<file path="src/rtl/ddr_pkg.sv">
// Shared definitions for the DDR command path.
// Holds the request command codes, the scheduler state encoding, the
// read/write direction type and the helpers that classify a command code.
package ddr_pkg;

  localparam logic [2:0] RD_R  = 3'b001;
  localparam logic [2:0] RDA_R = 3'b010;
  localparam logic [2:0] WR_R  = 3'b100;
  localparam logic [2:0] WRA_R = 3'b101;

  typedef enum logic [2:0] {
    SCH_IDLE = 3'd0,
    SCH_TURN = 3'd1,
    SCH_RD   = 3'd2,
    SCH_WR   = 3'd3,
    SCH_REF  = 3'd4
  } sched_state_t;

  typedef enum logic {
    RD = 1'b0,
    WR = 1'b1
  } dir_t;

  function automatic logic is_rd_cmd(input logic [2:0] cmd);
    return (cmd == RD_R) || (cmd == RDA_R);
  endfunction

  function automatic logic is_wr_cmd(input logic [2:0] cmd);
    return (cmd == WR_R) || (cmd == WRA_R);
  endfunction

endpackage

</file>
<file path="src/rtl/ctrl_req_fifo.sv">
// Request queue for the read/write scheduler.
// Ports:
//   clk, reset            clock and synchronous active-high reset
//   push, push_data       write an entry (ignored when full)
//   pop                   drop the head entry (ignored when empty)
//   head                  current head entry
//   full, empty, count    occupancy, count ranges 0..DEPTH
//   ent_valid, ent_data   per-slot valid flag and flattened slot contents,
//                         used by the scheduler for address hazard compares
module ctrl_req_fifo #(
  parameter int W     = 35,
  parameter int DEPTH = 8
) (
  input  logic                   clk,
  input  logic                   reset,
  input  logic                   push,
  input  logic [W-1:0]           push_data,
  input  logic                   pop,
  output logic [W-1:0]           head,
  output logic                   full,
  output logic                   empty,
  output logic [$clog2(DEPTH):0] count,
  output logic [DEPTH-1:0]       ent_valid,
  output logic [DEPTH*W-1:0]     ent_data
);

  localparam int AW = $clog2(DEPTH);

  logic [W-1:0]  mem [DEPTH];
  logic [AW-1:0] rd_ptr;
  logic [AW-1:0] wr_ptr;
  logic          do_push;
  logic          do_pop;

  assign full    = (count == (AW+1)'(DEPTH));
  assign empty   = (count == '0);
  assign do_push = push && !full;
  assign do_pop  = pop && !empty;
  assign head    = mem[rd_ptr];

  always_ff @(posedge clk) begin
    if (do_push) mem[wr_ptr] <= push_data;
  end

  // Pointers wrap naturally because DEPTH is a power of two.
  always_ff @(posedge clk) begin
    if (reset) begin
      rd_ptr <= '0;
      wr_ptr <= '0;
      count  <= '0;
    end else begin
      if (do_push) wr_ptr <= wr_ptr + AW'(1);
      if (do_pop)  rd_ptr <= rd_ptr + AW'(1);
      unique case ({do_push, do_pop})
        2'b10:   count <= count + (AW+1)'(1);
        2'b01:   count <= count - (AW+1)'(1);
        default: ;
      endcase
    end
  end

  // A slot holds live data when its distance from the head is below count.
  always_comb begin
    ent_valid = '0;
    for (int i = 0; i < DEPTH; i++) begin
      ent_valid[i] = ({1'b0, AW'(AW'(i) - rd_ptr)} < count);
    end
  end

  for (genvar g = 0; g < DEPTH; g++) begin : g_view
    assign ent_data[g*W +: W] = mem[g];
  end

endmodule

</file>
<file path="src/rtl/ctrl_rw_sched.sv">
// Read/write request scheduler in front of the ACT/CAS timing controllers.
// Batches same-direction requests, inserts a turnaround gap on direction
// change, gives writes priority on a read-after-write address hazard or a
// high write backlog, and parks for refresh.
// Ports:
//   CK_t, reset                       clock, synchronous active-high reset
//   in_valid/in_ready/in_cmd/in_addr  incoming request handshake
//   out_valid/out_ready/out_cmd/out_addr  request handed to the ACT stage
//   turn_cycles                       idle gap on a direction change
//   ref_req/ref_gnt                   refresh request / scheduler parked
//   illegal_cmd                       pulse after an unsupported code
//   rd_cnt, wr_cnt                    queue occupancies
//   sched_idle                        idle, queues empty, nothing presented
//
// state    | meaning
// SCH_IDLE | pick the next direction or park for refresh
// SCH_TURN | turnaround gap before switching direction
// SCH_RD   | issuing read-queue heads
// SCH_WR   | issuing write-queue heads
// SCH_REF  | parked, refresh owns the command bus
module ctrl_rw_sched
  import ddr_pkg::*;
#(
  parameter int ADDR_W    = 32,
  parameter int DEPTH     = 8,
  parameter int WR_HI     = 6,
  parameter int MAX_BURST = 4
) (
  input  logic                   CK_t,
  input  logic                   reset,
  input  logic                   in_valid,
  output logic                   in_ready,
  input  logic [2:0]             in_cmd,
  input  logic [ADDR_W-1:0]      in_addr,
  output logic                   out_valid,
  input  logic                   out_ready,
  output logic [2:0]             out_cmd,
  output logic [ADDR_W-1:0]      out_addr,
  input  logic [7:0]             turn_cycles,
  input  logic                   ref_req,
  output logic                   ref_gnt,
  output logic                   illegal_cmd,
  output logic [$clog2(DEPTH):0] rd_cnt,
  output logic [$clog2(DEPTH):0] wr_cnt,
  output logic                   sched_idle
);

  localparam int CW = ADDR_W + 3;
  localparam int QW = $clog2(DEPTH) + 1;
  localparam int BW = $clog2(MAX_BURST + 1);

  sched_state_t    state, state_nxt;
  dir_t            last_dir, turn_tgt, pick_dir;
  logic [BW-1:0]   burst_cnt;
  logic [7:0]      turn_cnt;

  logic            in_is_rd, in_is_wr;
  logic            rd_push, wr_push, rd_pop, wr_pop;
  logic [CW-1:0]   rd_head, wr_head;
  logic            rd_full, wr_full, rd_empty, wr_empty;
  logic [DEPTH-1:0]    rd_ent_valid, wr_ent_valid;
  logic [DEPTH*CW-1:0] rd_ent_data, wr_ent_data;
  logic            unused_rd_view;
  logic            raw_hazard, burst_max, wr_high, slot_free, rd_stop, wr_stop;

  assign in_is_rd = is_rd_cmd(in_cmd);
  assign in_is_wr = is_wr_cmd(in_cmd);
  assign in_ready = in_is_rd ? !rd_full : (in_is_wr ? !wr_full : 1'b1);
  assign rd_push  = in_valid && in_is_rd && !rd_full;
  assign wr_push  = in_valid && in_is_wr && !wr_full;

  ctrl_req_fifo #(.W(CW), .DEPTH(DEPTH)) u_rd_q (
    .clk(CK_t), .reset(reset), .push(rd_push), .push_data({in_cmd, in_addr}),
    .pop(rd_pop), .head(rd_head), .full(rd_full), .empty(rd_empty),
    .count(rd_cnt), .ent_valid(rd_ent_valid), .ent_data(rd_ent_data)
  );

  ctrl_req_fifo #(.W(CW), .DEPTH(DEPTH)) u_wr_q (
    .clk(CK_t), .reset(reset), .push(wr_push), .push_data({in_cmd, in_addr}),
    .pop(wr_pop), .head(wr_head), .full(wr_full), .empty(wr_empty),
    .count(wr_cnt), .ent_valid(wr_ent_valid), .ent_data(wr_ent_data)
  );

  // Only the write queue's slot view feeds the hazard compare.
  assign unused_rd_view = ^{rd_ent_valid, rd_ent_data};

  always_comb begin
    raw_hazard = 1'b0;
    for (int i = 0; i < DEPTH; i++) begin
      if (!rd_empty && wr_ent_valid[i] &&
          (wr_ent_data[i*CW +: ADDR_W] == rd_head[ADDR_W-1:0])) begin
        raw_hazard = 1'b1;
      end
    end
  end

  assign burst_max = (burst_cnt == BW'(MAX_BURST));
  assign wr_high   = (wr_cnt >= QW'(WR_HI));
  assign slot_free = !out_valid || out_ready;
  assign rd_stop   = (burst_max && !wr_empty) || wr_high || raw_hazard || ref_req;
  assign wr_stop   = (burst_max && !rd_empty && !wr_high) || ref_req;

  // A read batch that ended on the burst limit hands over to waiting writes;
  // otherwise reads win unless writes are backed up, hazarded, or alone.
  assign pick_dir = (wr_high || rd_empty || raw_hazard ||
                     (last_dir == RD && burst_max && !wr_empty)) ? WR : RD;

  always_ff @(posedge CK_t) begin
    if (reset) begin
      state     <= SCH_IDLE;
      last_dir  <= RD;
      burst_cnt <= '0;
      turn_cnt  <= '0;
      turn_tgt  <= RD;
    end else begin
      state <= state_nxt;
      if (state == SCH_IDLE && state_nxt == SCH_TURN) begin
        turn_cnt <= turn_cycles;
        turn_tgt <= pick_dir;
      end else if (state == SCH_TURN) begin
        turn_cnt <= turn_cnt - 8'd1;
      end
      if ((state_nxt == SCH_RD || state_nxt == SCH_WR) && state_nxt != state) begin
        burst_cnt <= '0;
        last_dir  <= (state_nxt == SCH_WR) ? WR : RD;
      end else if ((rd_pop || wr_pop) && !burst_max) begin
        // Holding at the limit keeps a long solo batch yielding as soon
        // as the other direction shows up.
        burst_cnt <= burst_cnt + BW'(1);
      end
    end
  end

  always_comb begin
    state_nxt = state;
    unique case (state)
      SCH_IDLE: begin
        if (ref_req) begin
          // Wait for any presented request to be taken before parking.
          if (!out_valid) state_nxt = SCH_REF;
        end else if (!rd_empty || !wr_empty) begin
          if (pick_dir != last_dir && turn_cycles != 8'd0) state_nxt = SCH_TURN;
          else state_nxt = (pick_dir == WR) ? SCH_WR : SCH_RD;
        end
      end
      SCH_TURN: if (turn_cnt <= 8'd1) state_nxt = (turn_tgt == WR) ? SCH_WR : SCH_RD;
      SCH_RD:   if (slot_free && (rd_empty || rd_stop)) state_nxt = SCH_IDLE;
      SCH_WR:   if (slot_free && (wr_empty || wr_stop)) state_nxt = SCH_IDLE;
      SCH_REF:  if (!ref_req) state_nxt = SCH_IDLE;
      default:  state_nxt = SCH_IDLE;
    endcase
  end

  always_comb begin
    rd_pop     = (state == SCH_RD) && slot_free && !rd_empty && !rd_stop;
    wr_pop     = (state == SCH_WR) && slot_free && !wr_empty && !wr_stop;
    ref_gnt    = (state == SCH_REF) && ref_req;
    sched_idle = (state == SCH_IDLE) && rd_empty && wr_empty && !out_valid;
  end

  always_ff @(posedge CK_t) begin
    if (reset) begin
      out_valid   <= 1'b0;
      out_cmd     <= '0;
      out_addr    <= '0;
      illegal_cmd <= 1'b0;
    end else begin
      illegal_cmd <= in_valid && !in_is_rd && !in_is_wr;
      if (rd_pop) begin
        {out_cmd, out_addr} <= rd_head;
        out_valid           <= 1'b1;
      end else if (wr_pop) begin
        {out_cmd, out_addr} <= wr_head;
        out_valid           <= 1'b1;
      end else if (out_ready) begin
        out_valid <= 1'b0;
      end
    end
  end

endmodule

</file>
<file path="config.mk">
export PLATFORM = sky130hd
export DESIGN_NAME = ctrl_rw_sched
export DESIGN_NICKNAME = d
export VERILOG_FILES = /design/src/rtl/ddr_pkg.sv /design/src/rtl/ctrl_req_fifo.sv /design/src/rtl/ctrl_rw_sched.sv
export SDC_FILE = /design/constraint.sdc
export NUM_CORES = 1
export LEC_CHECK = 0
export BUFFER_PORTS_ARGS = -buffer_cell sky130_fd_sc_hd__buf_4
export CORE_UTILIZATION = 55
export CTS_CLUSTER_SIZE = 25
export DETAILED_ROUTE_END_ITERATION = 10
export PLACE_DENSITY_LB_ADDON = 0.08
export SETUP_SLACK_MARGIN = 0.05
export SLEW_MARGIN = 30
export SYNTH_ARGS = -nofsm -noshare
export SYNTH_HDL_FRONTEND = slang
export SYNTH_SLANG_ARGS = --single-unit
</file>
<file path="constraint.sdc">
create_clock -name CK_t -period 5.1 [get_ports CK_t]
set_clock_uncertainty 0.1 [all_clocks]
set_input_delay 0.51 -clock CK_t [delete_from_list [all_inputs] [get_ports CK_t]]
set_output_delay 0.51 -clock CK_t [all_outputs]
set_load 0.02 [all_outputs]
</file>
==> results.py <==
metrics = {
    "flow_run": {
        "cap_violations": 0,
    },
    "global_route": {
        "grt_max_degree": 78,
        "grt_overflow": 0,
        "antenna_found_initial": 0,
        "gr-usage-all-layers_pct": 29.20,
        "grt_pass1_wl_mm": 111.2,
        "grt_pass1_vias": 16533,
    },
    "power_and_ir_drop": {
        "vdd_ir_drop_max_mv": 0.3210,
        "p_leak_uw": 0.01016,
        "powerDensity_nw_per_um2": 337.7,
        "p_total_uw": 11010,
    },
    "synthesis": {
        "synthFlopType": "edfxtp_1",
        "syn-num-nets": 1869,
        "synth_area_um2": 28380,
        "yosysMostFrequentCell": "edfxtp_1",
        "synth.avg_cell_area_um2": 15.84,
        "ys_warn_count": 0,
        "synth-seq-area-share_pct": 64.82,
        "synth.area.top_cells": "edfxtp_1 59%, mux4_2 7.2%, xnor2_1 6.8%",
        "synth_top_cell_area_share_pct": 59.25,
        "synth-edff-count": 560,
        "yosysUniqueCellTypes": 69,
        "synth_top_area_cell": "edfxtp_1",
        "ys_async_sr_fraction_pct": 0,
        "ys_seq_elements": 639,
        "synth.cells.most_frequent": "560 x edfxtp_1, 221 x xnor2_1, 123 x mux2i_1",
        "netlist_instances": 1792,
    },
    "floorplan": {
        "ios": 96,
        "die_w_um": 229.2,
        "fp.dieH_um": 229.2,
        "std_cell_rows": 82,
        "coreArea_um2": 50580,
        "dieArea_um2": 52520,
        "start_util_pct": 56.11,
    },
    "cts": {
        "clk_pin_slew_ns": 0.06,
        "numCtsBuffers": 69,
        "cts_hold_buf": 0,
        "root_buffer": "clkbuf_16",
        "clock_path_buffers": 3,
        "clkLatencyLatePin_ns": 0.61,
        "htreeDepth": 3,
        "cts.sinks": 639,
        "cts_tree": "done",
    },
    "finish": {
        "drive_gt1_share_pct": 21.73,
        "synthToLayoutAreaGrowth_pct": 14.89,
        "nFillCells": 3653,
        "fin_nets": 2034,
        "finish.utilization_pct": 64.47,
    },
    "timing": {
        "worst_pin_slew_ns": 0.9693,
        "rsz0062_at_grt": "no",
        "fin_crit_sh_pct": 95.29,
        "finalSetupViolations": 0,
        "finalSetupTns_ns": 0,
        "max-slew-margin-rel_pct": 35.38,
        "fin_crit_ns": 4.860,
        "whs_ns": 0.1020,
        "fmax_ghz": 0.2058,
        "hold_violations": 0,
        "slew_viol_final": 0,
    },
    "critical_path": {
        "crit_path_end_kind": "register",
        "crit_fanout": 24,
        "cp_num_buf_inv": 3,
        "worst_setup_path_start_kind": "register",
        "ff2ff_setup_slack_ns": 0.24,
        "cp.required_ns": 5.52,
        "reg2reg_depth": 19,
        "timing.critical_path.slowest_stage_cell": "nand2_1",
        "path_cells": "buf_12 > and2_2 > a22oi_1 > nand2_1 > xnor2_1 > nor4_1 > buf_4 > nand4_1 > o31ai_2 > nor4_2 > nand2_4 > inv_1 > ha_1 > ha_1 > a21o_1 > a21oi_1 > xnor2_1 > or3_1 > a21oi_1",
        "r2r_end": "u_rd_q.count[3]",
        "path_class": "reg -> reg",
        "critical_path.top_delay_family": "simple AND/OR/NAND/NOR gates",
        "arrival_ns": 5.28,
        "slowest_delay_ns": 0.53,
    },
    "drt": {
        "drt-wirelength-per-cell_um": 28.30,
        "wirelength_mm": 76.00,
        "vias": 16818,
        "drc": 0,
        "postRouteAntennaNets": 0,
        "vias_per_cell": 6.264,
        "firstDrtPassIters": 6,
        "drtIter0Drc": 1842,
    },
    "hold_path": {
        "hold_class": "in -> reg",
        "worstHoldEndpoint": "turn_cnt[1]",
        "hold_depth": 3,
        "min_from": "turn_cycles[1]",
    },
    "status": {
        "status": "complete, no violations",
    },
    "placed_design": {
        "io_buffers": 95,
        "dp_hpwl_mm": 48.96,
        "place.gp.congestion": 0.9630,
    },
}
-- stage by stage --
stage	instance area, um^2	setup WS [ns]	instances
floorplan	28380	0.5710	1792
global placement	30240	-0.04928	2547
detailed placement	30250	0.008955	2547
CTS	32440	0.07878	2674
global route	32610	0.03237	2683
finish	32610	0.2404	2685
-- report_power, final --
| group | switching (uW) | internal (uW) |
|---|---|---|
| sequential | 25.0 | 5720 |
| clock | 2010 | 2820 |
| combinational | 288 | 149 |
| total | 2330 | 8690 |
-- worst max-delay path by stage --
stage / slack [ns] / endpoint / from / depth (start not counted)
final: 0.24 / u_rd_q.count[3] / register / 19
after global routing: 0.03 / u_rd_q.count[3] / register / 19
after CTS: 0.08 / u_rd_q.count[3] / register / 20
after detailed placement: 0.009 / u_rd_q.count[3] / register / 18
after global placement: -0.05 / u_rd_q.count[3] / register / 19
after floorplan: 0.57 / u_rd_q.mem[0][0] / u_rd_q.count[0] / 4
-- tightest hold or removal path, cell delays in order --
cell      delay [ns]
buf_4           0.11
nand2b_1        0.05
o21ai_0         0.07
-- what timing repair did --
item,4_1_cts,5_1_grt
pin swaps,0,3
buffers inserted,2,9
resized for setup,5,16
cloned,0,0
setup endpoints to repair,1,3
-- cells in the final DEF, fill, tap and decap left out, drive strengths merged, types with 61 or more instances in the layout --
master	synthesis	final
a21oi	64	64
buf	42	167
clkbuf	31	98
dfxtp	79	79
edfxtp	560	560
mux2i	129	129
mux4	95	95
nand2	61	61
nor2	62	62
nor4	65	65
xnor2	221	221
-- metal layers --
metal / global-route usage [%] / wire (um) / vias to the layer above
met5: 0 / 0 / -
met4: 8.438 / 1894 / 0
met3: 5.154 / 6857 / 131
met2: 44.40 / 34690 / 798
met1: 43.32 / 32550 / 8550
li1: - / - / 7339
-- area by class of cell --
| cell class | instances | area (um^2) | share of cell area, % |
|---|---|---|---|
| tap | 672 | 840.8 | 2.578 |
| sequential | 639 | 18420 | 56.48 |
| antenna | 2 | 5.005 | 0.01535 |
| clock buffer | 98 | 1908 | 5.851 |
| multi-input combinational | 1051 | 9731 | 29.84 |
| inverter | 29 | 108.9 | 0.3338 |
| timing repair buffer | 167 | 1349 | 4.136 |
| clock inverter | 27 | 250.2 | 0.7674 |
-- kinds of logic after synthesis --
kind of cell	count (synthesis)	synth area share [%]
multiplexers	229	12.60
XOR/XNOR	273	8.424
AO/OA/AOI/OAI	201	4.972
AND/OR/NAND/NOR	319	6.044
adder cells (fa/ha/maj)	29	1.331
buffers and inverters	102	1.807
flip-flops	639	64.82
-- registers in the layout, summed over array words and instances, names as in the netlist, 4 cells and up, named ones only --
signal        count
u_rd_q.mem      280
u_wr_q.mem      280
out_addr         32
turn_cnt          8
u_rd_q.count      4
u_wr_q.count      4
No activity file was read; power rests on OpenSTA's default activity.
